<file path="src/rtl/bit_serial_alu.sv">
// Bit-serial WIDTH-bit ALU: one 1-bit slice processed LSB->MSB, with start/done handshake and flags.
// Optional macro ALU_ABORT_EN adds an abort input that cancels an operation in RUN.
module bit_serial_alu #(
  parameter int unsigned WIDTH = 8,
  parameter int unsigned CNT_W = $clog2(WIDTH)
) (
  input  logic             clk,
  input  logic             rst,
  input  logic             start,
  input  logic [3:0]       alu_ctl,
  input  logic [WIDTH-1:0] a,
  input  logic [WIDTH-1:0] b,
`ifdef ALU_ABORT_EN
  input  logic             abort,
`endif
  output logic             busy,
  output logic             done,
  output logic [WIDTH-1:0] result,
  output logic             zero,
  output logic             carry_out,
  output logic             overflow
);

  typedef enum logic [1:0] {StIdle, StRun, StFin} state_e;

  state_e             state_q, state_d;
  logic [WIDTH-1:0]   a_q, a_d, b_q, b_d;
  logic [3:0]         ctl_q, ctl_d;
  logic               carry_q, carry_d;
  logic [CNT_W-1:0]   idx_q, idx_d;
  logic [WIDTH-1:0]   sr_q, sr_d;
  logic [WIDTH-1:0]   result_q, result_d;
  logic               zero_q, zero_d;
  logic               cout_q, cout_d;
  logic               ovf_q, ovf_d;

  // 1-bit slice
  logic ai, bi, slice_sum, slice_cout, slice_res;
  logic cin_msb, sum_msb, ovf_raw, set_bit, last_bit;
  logic [WIDTH-1:0] res_word;

  always_comb begin
    ai         = a_q[idx_q] ^ ctl_q[3];
    bi         = b_q[idx_q] ^ ctl_q[2];
    slice_sum  = ai ^ bi ^ carry_q;
    slice_cout = (ai & bi) | (carry_q & (ai ^ bi));
    unique case (ctl_q[1:0])
      2'd0:    slice_res = ai & bi;
      2'd1:    slice_res = ai | bi;
      2'd2:    slice_res = slice_sum;
      default: slice_res = 1'b0;  // Less is tied low while bits are processed
    endcase
  end

  assign last_bit = (idx_q == CNT_W'(WIDTH - 1));
  assign cin_msb  = carry_q;
  assign sum_msb  = slice_sum;
  assign ovf_raw  = cin_msb ^ slice_cout;
  assign set_bit  = sum_msb ^ ovf_raw;

  always_comb begin
    state_d  = state_q;
    a_d      = a_q;
    b_d      = b_q;
    ctl_d    = ctl_q;
    carry_d  = carry_q;
    idx_d    = idx_q;
    sr_d     = sr_q;
    result_d = result_q;
    zero_d   = zero_q;
    cout_d   = cout_q;
    ovf_d    = ovf_q;
    res_word = '0;
    unique case (state_q)
      StIdle: begin
        if (start) begin
          a_d     = a;
          b_d     = b;
          ctl_d   = alu_ctl;
          carry_d = alu_ctl[2];
          idx_d   = '0;
          sr_d    = '0;
          state_d = StRun;
        end
      end
      StRun: begin
`ifdef ALU_ABORT_EN
        if (abort) begin
          state_d = StIdle;
        end else
`endif
        begin
          carry_d = slice_cout;
          sr_d    = {slice_res, sr_q[WIDTH-1:1]};
          if (last_bit) begin
            // Final bit: commit result and flags on the edge into FIN
            res_word = (ctl_q[1:0] == 2'd3) ? {{(WIDTH-1){1'b0}}, set_bit} : sr_d;
            result_d = res_word;
            zero_d   = (res_word == '0);
            cout_d   = slice_cout;
            ovf_d    = ctl_q[1] ? ovf_raw : 1'b0;
            state_d  = StFin;
          end else begin
            idx_d = idx_q + CNT_W'(1);
          end
        end
      end
      StFin:   state_d = StIdle;
      default: state_d = StIdle;
    endcase
  end

  always_ff @(posedge clk) begin
    if (rst) begin
      state_q  <= StIdle;
      a_q      <= '0;
      b_q      <= '0;
      ctl_q    <= '0;
      carry_q  <= 1'b0;
      idx_q    <= '0;
      sr_q     <= '0;
      result_q <= '0;
      zero_q   <= 1'b0;
      cout_q   <= 1'b0;
      ovf_q    <= 1'b0;
    end else begin
      state_q  <= state_d;
      a_q      <= a_d;
      b_q      <= b_d;
      ctl_q    <= ctl_d;
      carry_q  <= carry_d;
      idx_q    <= idx_d;
      sr_q     <= sr_d;
      result_q <= result_d;
      zero_q   <= zero_d;
      cout_q   <= cout_d;
      ovf_q    <= ovf_d;
    end
  end

  assign busy      = (state_q != StIdle);
  assign done      = (state_q == StFin);
  assign result    = result_q;
  assign zero      = zero_q;
  assign carry_out = cout_q;
  assign overflow  = ovf_q;

endmodule

</file>
<file path="config.mk">
export PLATFORM = sky130hd
export DESIGN_NAME = bit_serial_alu
export DESIGN_NICKNAME = d
export VERILOG_FILES = /design/src/rtl/bit_serial_alu.sv
export SDC_FILE = /design/constraint.sdc
export NUM_CORES = 1
export LEC_CHECK = 0
export ABC_AREA = 1
export CAP_MARGIN = 20
export CORE_MARGIN = 4
export CORE_UTILIZATION = 50
export DETAILED_ROUTE_END_ITERATION = 10
export PLACE_DENSITY = 0.77
export SLEW_MARGIN = 20
export SYNTH_ARGS = -nofsm -noshare
export SYNTH_HDL_FRONTEND = slang
export SYNTH_SLANG_ARGS = --single-unit
</file>
<file path="constraint.sdc">
create_clock -name clk -period 2.3 [get_ports clk]
set_input_delay 0.46 -clock clk [delete_from_list [all_inputs] [get_ports clk]]
set_output_delay 0.46 -clock clk [all_outputs]
set_load 0.01 [all_outputs]
</file>
==> metrics.log, run 1 <==
INFO  metric dp_slack = roughly 65 ps
INFO  metric timing_worst_setup_path_type = flop to flop
INFO  metric worst_pin_slew = 333 ps
INFO  metric tritoncts_clock_tree = yes
INFO  metric worstReg2RegEnd = zero
INFO  metric finalSetupViolations = 0
INFO  metric slowest_cp_cell = sky130_fd_sc_hd__fa_1
INFO  metric reg2reg_depth = 14
INFO  metric cts.root.buffer_cell = sky130_fd_sc_hd__clkbuf_8
INFO  metric beginning_of_the_worst_register_to_register_path = idx_q[0]
INFO  metric swShare = 27.1%
INFO  metric gate_family_responsible_for_the_most_delay_along_the_worst_path = simple AND/OR/NAND/NOR gates
INFO  metric ff2ff_setup_slack = roughly 270 ps
INFO  metric max_freq = 493 MHz
INFO  metric synth-seq-area-share = between 40% and 50%
INFO  metric cts_made_buffers = 5
INFO  metric met3_track_demand_over_resource = approximately 5.5%
INFO  metric synthesized_netlist_net_count = 296
INFO  metric clock_insertion_delay_at_the_later_pin_of_the_skew_report = about 300 ps
INFO  metric syn-instance-count = approximately 270
INFO  metric syn_area = around 2000 um^2
INFO  metric worst_ir_drop_vdd = ~0.48 mV
INFO  metric nNetsFinal = about 330
INFO  metric max_slew_margin = 77.8%
INFO  metric most_common_library_cell_in_the_layout_ignoring_fill_and_taps = sky130_fd_sc_hd__nand2_1
INFO  metric synth.area.mux_share = 0%
INFO  metric synth.top_cells.by_area = sky130_fd_sc_hd__dfxtp_1, sky130_fd_sc_hd__nand2_1, sky130_fd_sc_hd__nor2_1
INFO  metric mostFrequentLayoutCells = sky130_fd_sc_hd__nand2_1, sky130_fd_sc_hd__nor2_1, sky130_fd_sc_hd__dfxtp_1
INFO  metric dp_hpwl = around 3100 um
INFO  metric track_usage = roughly a fifth
INFO  metric rows = 22
INFO  metric fin_skew = between 3 and 4 ps
INFO  metric place.gp.congestion = just under 0.9
INFO  metric synth_largest_type_area_fraction = between 40% and 50%
INFO  metric ant_nets = 0
INFO  metric coreArea = 3740 um^2
INFO  metric area_growth_syn_to_layout = 22.9%
INFO  metric detail_route.drc_violations = 0
INFO  metric worstSetupPathDepth = 14
INFO  metric main_combinational_cell_family_by_area_after_synthesis = simple AND/OR/NAND/NOR gates
INFO  metric maxSlewViolCount = 0
INFO  metric clock_pin_slew_on_the_worst_setup_and_hold_paths = 80 ps
INFO  metric internal-power = about 1.1 mW
INFO  metric multi_input_comb_area = 948 um^2
INFO  metric port-buffer-count = 35
INFO  metric synth_area_leader_cell = sky130_fd_sc_hd__dfxtp_1
INFO  metric globalRoute.busiestLayer = met2
INFO  metric met2_grt_util = roughly 27%
INFO  metric arrival = 2260 ps
INFO  metric setup.worst_path.start = idx_q[0]
INFO  metric grt_antenna_before_repair = 0
INFO  metric synth_compound_gate_area_share = approximately 14%
INFO  metric endpoint_kind = flop
INFO  metric final_period_minus_worst_setup_slack = ~2000 ps
INFO  metric rsz_0062_raised_after_global_routing = false
INFO  metric average_instance_area_after_synthesis = 7.39 um^2
INFO  metric crit_path_max_incr_delay = between 400 and 500 ps
INFO  metric synth.yosys.warnings = 0
INFO  metric pwr-share-clk = ~30%
INFO  metric die_width = about 70 um
INFO  metric finalHoldViolations = 0
INFO  metric htree_levels = 2
INFO  metric final_critical_path_setup_slack = approximately 270 ps
INFO  metric dr.pass1.iters = 4
INFO  metric power.combinational.fraction = roughly 15%
INFO  metric placed_cell_count = about 340
INFO  metric cellPowerDensity = ~620 nW/um^2
INFO  metric antenna-diode-count = 0
INFO  metric max-cap-violations = 0
INFO  metric seq_area = slightly below 900 um^2
INFO  metric leak_pwr = between 0.9 and 1 nW
INFO  metric required = approximately 2500 ps
INFO  metric first_global_vias = about 1,600
INFO  metric register_bit_total_from_synthesis = 44
INFO  metric initial_cell_density_of_the_core = between 50% and 60%
INFO  metric io-pin-count = 36
INFO  metric timing.final.crit_share = between 80% and 90%
INFO  metric fin_setup_tns = 0 ps
INFO  metric floorplan.die_area = 5020 um^2
INFO  metric drt_wl_total = approximately 4300 um
INFO  metric met1_usage = a little over a quarter
INFO  metric clock_tree.buffer_depth = 2
INFO  metric yosys.area_share.adder = between 4 and 5%
INFO  metric critical_path_buffer_and_inverter_count = 2
INFO  metric result_of_the_run = finished, final reports clean
INFO  metric cts_hold_buffers = 0
INFO  metric worstSetupEndpoint = zero
INFO  metric part_of_the_power_in_registers = ~55%
INFO  metric critical_path.cell_chain = inv_4, nand2_1, nand3_1, nand3_1, nand2_2, inv_2, nand2_1, nand2_2, fa_1, nand3b_1, nand3_1, nor2_1, nand2_1, a21oi_1
INFO  metric power_switching = about 0.41 mW
INFO  metric fin_util = about 65%
INFO  metric timing.hold.worst.class = flop to flop
INFO  metric synth_simple_gate_area_share = 29.1%
INFO  metric crit_fanout = 11
INFO  metric grt_start_max_net_pins = 25
INFO  metric fin_cells = 350
INFO  metric critical_path.startpoint_type = flop
INFO  metric gr-total-overflow = 0
INFO  metric grt_pass1_wl = ~7500 um
INFO  metric post_synth_num_cell_types = 23
INFO  metric die_h = ~70 um
INFO  metric layout-drive-gt1-share = 7.95%
INFO  metric numClockSinks = 44
INFO  metric synth_xor_xnor_area_share = 0%
INFO  metric vias_per_cell = roughly 5.0
INFO  metric vias = 1,751
INFO  metric detail_routed_net_length_per_standard_cell = around 12 um
INFO  metric dr.first_iter.drc_count = ~160
INFO  metric fill_count = around 360
[repair_timing]
action,4_1_cts,5_1_grt
buffers inserted,0,0
setup endpoints to repair,0,4
resized for setup,0,6
[state kept, by name, indices dropped and copies added, names as in the netlist]
register / flops
carry_out: 1
state_q: 2
a_q: 8
zero: 1
carry_q: 1
ctl_q: 4
idx_q: 3
sr_q: 7
overflow: 1
result: 8
b_q: 8
[worst reg2reg max path, stage by stage (launching register included)]
cell                       delay (ps)
sky130_fd_sc_hd__dfxtp_4          390
sky130_fd_sc_hd__inv_4            100
sky130_fd_sc_hd__nand2_1           60
sky130_fd_sc_hd__nand3_1           70
sky130_fd_sc_hd__nand3_1           90
sky130_fd_sc_hd__nand2_2          100
sky130_fd_sc_hd__inv_2             40
sky130_fd_sc_hd__nand2_1           60
sky130_fd_sc_hd__nand2_2           80
sky130_fd_sc_hd__fa_1             480
sky130_fd_sc_hd__nand3b_1         100
sky130_fd_sc_hd__nand3_1          120
sky130_fd_sc_hd__nor2_1           120
sky130_fd_sc_hd__nand2_1           60
sky130_fd_sc_hd__a21oi_1          120
[routing by layer]
layer | vias to the layer above | wire length [um]
met1 | 787 | 2130
met4 | 0 | 69
met5 | - | 0
met3 | 6 | 164
li1 | 925 | -
met2 | 33 | 1890
[worst min-delay path by stage]
stage            start       to  slack [ps]  depth (start not counted)
2_1_floorplan  sr_q[1]  sr_q[1]         430                          2
6_report       sr_q[1]  sr_q[1]         460                          2
5_1_grt        sr_q[1]  sr_q[1]         510                          2
4_1_cts        sr_q[1]  sr_q[1]         460                          2
3_3_place_gp   sr_q[1]  sr_q[1]         450                          2
3_5_place_dp   sr_q[1]  sr_q[1]         450                          2
[through the flow]
stage	hold slack (ps)	total power [mW]	instance area, um^2
after floorplan	433	1.00	1970
after global placement	449	1.07	2340
after detailed placement	452	1.08	2340
after CTS	464	1.53	2410
after global routing	507	1.60	2430
final	460	1.52	2430
[kinds of logic (layout without fill, tap and decap cells)]
logic type                 count (synthesis)  after routing
and+or+nand+nor                          131            131
AOI/OAI and AO/OA                         55             55
DFF                                       44             44
buffers and inverters                     31             66
adders and majority gates                  6              6
[power by group through the flow]
stage                     sequential (mW)  combinational, mW  clock, mW
after global placement              0.845              0.226          0
final                               0.829              0.233      0.455
after CTS                           0.828              0.233      0.465
after detailed placement            0.846              0.232          0
after global routing                0.833              0.272      0.493
after floorplan                     0.834              0.169          0
[layout make-up]
class | count | area share, %
multi-input combinational | 192 | 39.1
tap | 48 | 2.47
clock inverter | 1 | 0.206
sequential | 44 | 36.5
clock buffer | 6 | 2.99
inverter | 22 | 3.71
timing repair buffer | 37 | 15.1
[cells in the mapped netlist]
cell                       count
sky130_fd_sc_hd__buf_2         2
sky130_fd_sc_hd__inv_4         1
sky130_fd_sc_hd__buf_8         1
sky130_fd_sc_hd__inv_2         2
sky130_fd_sc_hd__inv_1        18
sky130_fd_sc_hd__nand3_1      19
sky130_fd_sc_hd__nand2_4       2
sky130_fd_sc_hd__nand3b_1      1
sky130_fd_sc_hd__nor2_2        2
sky130_fd_sc_hd__a31oi_1       1
sky130_fd_sc_hd__dfxtp_1      44
sky130_fd_sc_hd__buf_6         1
sky130_fd_sc_hd__ha_1          4
sky130_fd_sc_hd__nand2_1      62
sky130_fd_sc_hd__a21oi_1      23
sky130_fd_sc_hd__nand2_2       1
sky130_fd_sc_hd__nor2_1       42
sky130_fd_sc_hd__fa_1          2
sky130_fd_sc_hd__buf_4         2
sky130_fd_sc_hd__inv_6         1
sky130_fd_sc_hd__nor2_8        2
sky130_fd_sc_hd__o21ai_0      31
sky130_fd_sc_hd__clkbuf_1      3
Power figures use the tool's default switching activity.
==> run 2, diff against run 1 <==
- CTS_CLUSTER_DIAMETER: not set -> 80
==> results of run 2 <==
The final DEF is identical to that of run 1; final timing and power are the same.
==> run 3, diff against run 2 <==
- CORE_UTILIZATION: 50 -> 35
- PLACE_DENSITY: 0.77 -> not set
==> run 3 against run 2 <==
  * Worst setup slack got worse by 18 ps
  * Largest power group unchanged
  * Cell area rose by 2.3%
  * First-iteration DRC count fell by 4.4%
  * Critical endpoint unchanged
  * Core utilization fell by 19 points
==> metrics.log, run 3 (synthesis gave the netlist of run 1 again) <==
INFO  metric worst_ir_drop_vdd = 0.256 mV (-47%)
INFO  metric finalHoldViolations = 0 (unchanged)
INFO  metric layout-drive-gt1-share = 7.59% (-0.36 points)
INFO  metric dr.first_iter.drc_count = 151 (-4.4%)
INFO  metric fin_cells = 375 (+7.1%)
INFO  metric rows = 27 (+23%)
INFO  metric multi_input_comb_area = 941 um^2 (-0.79%)
INFO  metric critical_path.startpoint_type = flop
INFO  metric initial_cell_density_of_the_core = 36.1% (-17 points)
INFO  metric timing.final.crit_share = 88.9% (+0.77 points)
INFO  metric crit_fanout = 11 (unchanged)
INFO  metric arrival = 2280 ps (+20 ps)
INFO  metric antenna-diode-count = 0 (unchanged)
INFO  metric nNetsFinal = 331 (unchanged)
INFO  metric max_freq = 489 MHz (-0.86%)
INFO  metric cts_made_buffers = 5 (unchanged)
INFO  metric grt_start_max_net_pins = 25 (unchanged)
INFO  metric io-pin-count = 36 (unchanged)
INFO  metric result_of_the_run = finished, final reports clean
INFO  metric mostFrequentLayoutCells = sky130_fd_sc_hd__nand2_1, sky130_fd_sc_hd__nor2_1, sky130_fd_sc_hd__dfxtp_1
INFO  metric dr.pass1.iters = 4 (unchanged)
INFO  metric leak_pwr = 1.01 nW (+1.4%)
INFO  metric area_growth_syn_to_layout = 25.8%
INFO  metric clock_tree.buffer_depth = 2 (unchanged)
INFO  metric tritoncts_clock_tree = yes
INFO  metric place.gp.congestion = 0.771 (-12%)
INFO  metric grt_antenna_before_repair = 0 (unchanged)
INFO  metric port-buffer-count = 35 (unchanged)
INFO  metric finalSetupViolations = 0 (unchanged)
INFO  metric slowest_cp_cell = sky130_fd_sc_hd__fa_1
INFO  metric vias_per_cell = 4.68 (-6.5%)
INFO  metric clock_pin_slew_on_the_worst_setup_and_hold_paths = 80 ps (about the same)
INFO  metric critical_path.cell_chain = inv_4, nand2_1, nand3_1, nand3_1, nand2_1, inv_2, nand2_1, nand2_1, fa_1, nand3b_1, nand3_1, nor2_1, nand2_1, a21oi_1
INFO  metric clock_insertion_delay_at_the_later_pin_of_the_skew_report = 290 ps (about the same)
INFO  metric cellPowerDensity = 662 nW/um^2 (+5.9%)
INFO  metric fin_setup_tns = 0 ps (unchanged)
INFO  metric htree_levels = 2 (unchanged)
INFO  metric fin_skew = 8.42 ps (+4.86 ps)
INFO  metric ant_nets = 0 (unchanged)
INFO  metric critPathMostFrequentCell = sky130_fd_sc_hd__nand2_1
INFO  metric placed_cell_count = 367 (+7.0%)
INFO  metric detail_routed_net_length_per_standard_cell = 11.6 um (-4.6%)
INFO  metric cts_setup_buffers = 0 (unchanged)
INFO  metric hold_critical_path_depth = 2 (unchanged)
INFO  metric timing_worst_setup_path_type = flop to flop
INFO  metric worst_pin_slew = 345 ps (+12.5 ps)
INFO  metric coreArea = 5470 um^2 (+46%)
INFO  metric grt_pass1_wl = 7510 um (unchanged)
INFO  metric final_period_minus_worst_setup_slack = 2040 ps (+17.6 ps)
INFO  metric timing.hold.worst.class = flop to flop
INFO  metric vias = 1,754 (+0.17%)
INFO  metric max_slew_margin = 77.0% (-0.83 points)
INFO  metric track_usage = 12.9% (-6.0 points)
INFO  metric dp_hpwl = 3170 um (+1.1%)
INFO  metric reg2reg_depth = 14 (unchanged)
INFO  metric max-cap-violations = 0 (unchanged)
INFO  metric detail_route.drc_violations = 0 (unchanged)
INFO  metric first_global_vias = 1,648 (+2.4%)
INFO  metric floorplan.die_area = 6910 um^2 (+38%)
INFO  metric maxSlewViolCount = 0 (unchanged)
INFO  metric gr-total-overflow = 0 (unchanged)
INFO  metric drt_wl_total = 4350 um (+2.2%)
INFO  metric cts.root.buffer_cell = sky130_fd_sc_hd__clkbuf_8
INFO  metric seq_area = 886 um^2 (unchanged)
INFO  metric most_common_library_cell_in_the_layout_ignoring_fill_and_taps = sky130_fd_sc_hd__nand2_1
INFO  metric die_width = 83.1 um (+17%)
INFO  metric die_h = 83.1 um (+17%)
INFO  metric endpoint_kind = flop
INFO  metric fill_count = 564 (+55%)
INFO  metric crit_path_max_incr_delay = 490 ps (about the same)
INFO  metric required = 2530 ps (about the same)
INFO  metric rsz_0062_raised_after_global_routing = false
INFO  metric numClockSinks = 44 (unchanged)
==> run 3: power breakdown <==
part,switching [mW],internal (mW)
registers,0.0307,0.797
logic,0.134,0.0997
clock network,0.261,0.321
==> run 3: layout make-up <==
cell class,count,area share (%)
Inverter,22,3.63
Clock buffer,5,2.77
Tap cell,72,3.63
Timing Repair Buffer,37,14.7
Sequential cell,44,35.7
Clock inverter,3,1.71
Multi-Input combinational cell,192,37.9
==> run 3: repair_timing <==
action | in CTS | in global routing
hold buffers | 0 | 0
resized for setup | 0 | 3
setup endpoints to repair | 0 | 3
==> run 3: path summary, 6_finish.rpt <==
| kind | from | endpoint | slack [ps] |
|---|---|---|---|
| setup / recovery | idx_q[0] | zero | 260 |
| hold / removal | sr_q[1] | sr_q[1] | 470 |
| setup reg to reg | idx_q[0] | zero | 260 |
| hold reg to reg | sr_q[1] | sr_q[1] | 470 |
==> run 3: metrics by stage <==
step	util (%)	instance area [um^2]	power, mW	hold slack, ps	setup WS, ps
final	45.4	2480	1.64	466	256
after global routing	45.4	2480	1.73	491	18.4
after CTS	45.3	2480	1.66	467	66.6
after detailed placement	43.3	2370	1.08	453	73.9
after global placement	43.3	2370	1.08	452	175
after floorplan	-	1970	1.00	433	367
==> run 3: per-layer routing <==
layer	GRT usage, %	up-vias	wire length (um)
li1	-	926	-
met1	18.5	792	2310
met2	19.5	29	1820
met3	2.48	7	150
met4	4.01	0	68
met5	0	-	0
==> run 3: worst max-delay path, delay by kind of cell (launching register included) <==
family          cells  cell delay (ps)
compound gates      1              110
fa+ha+maj           1              490
buf+inv             2              150
flops               1              390
simple gates       10              840
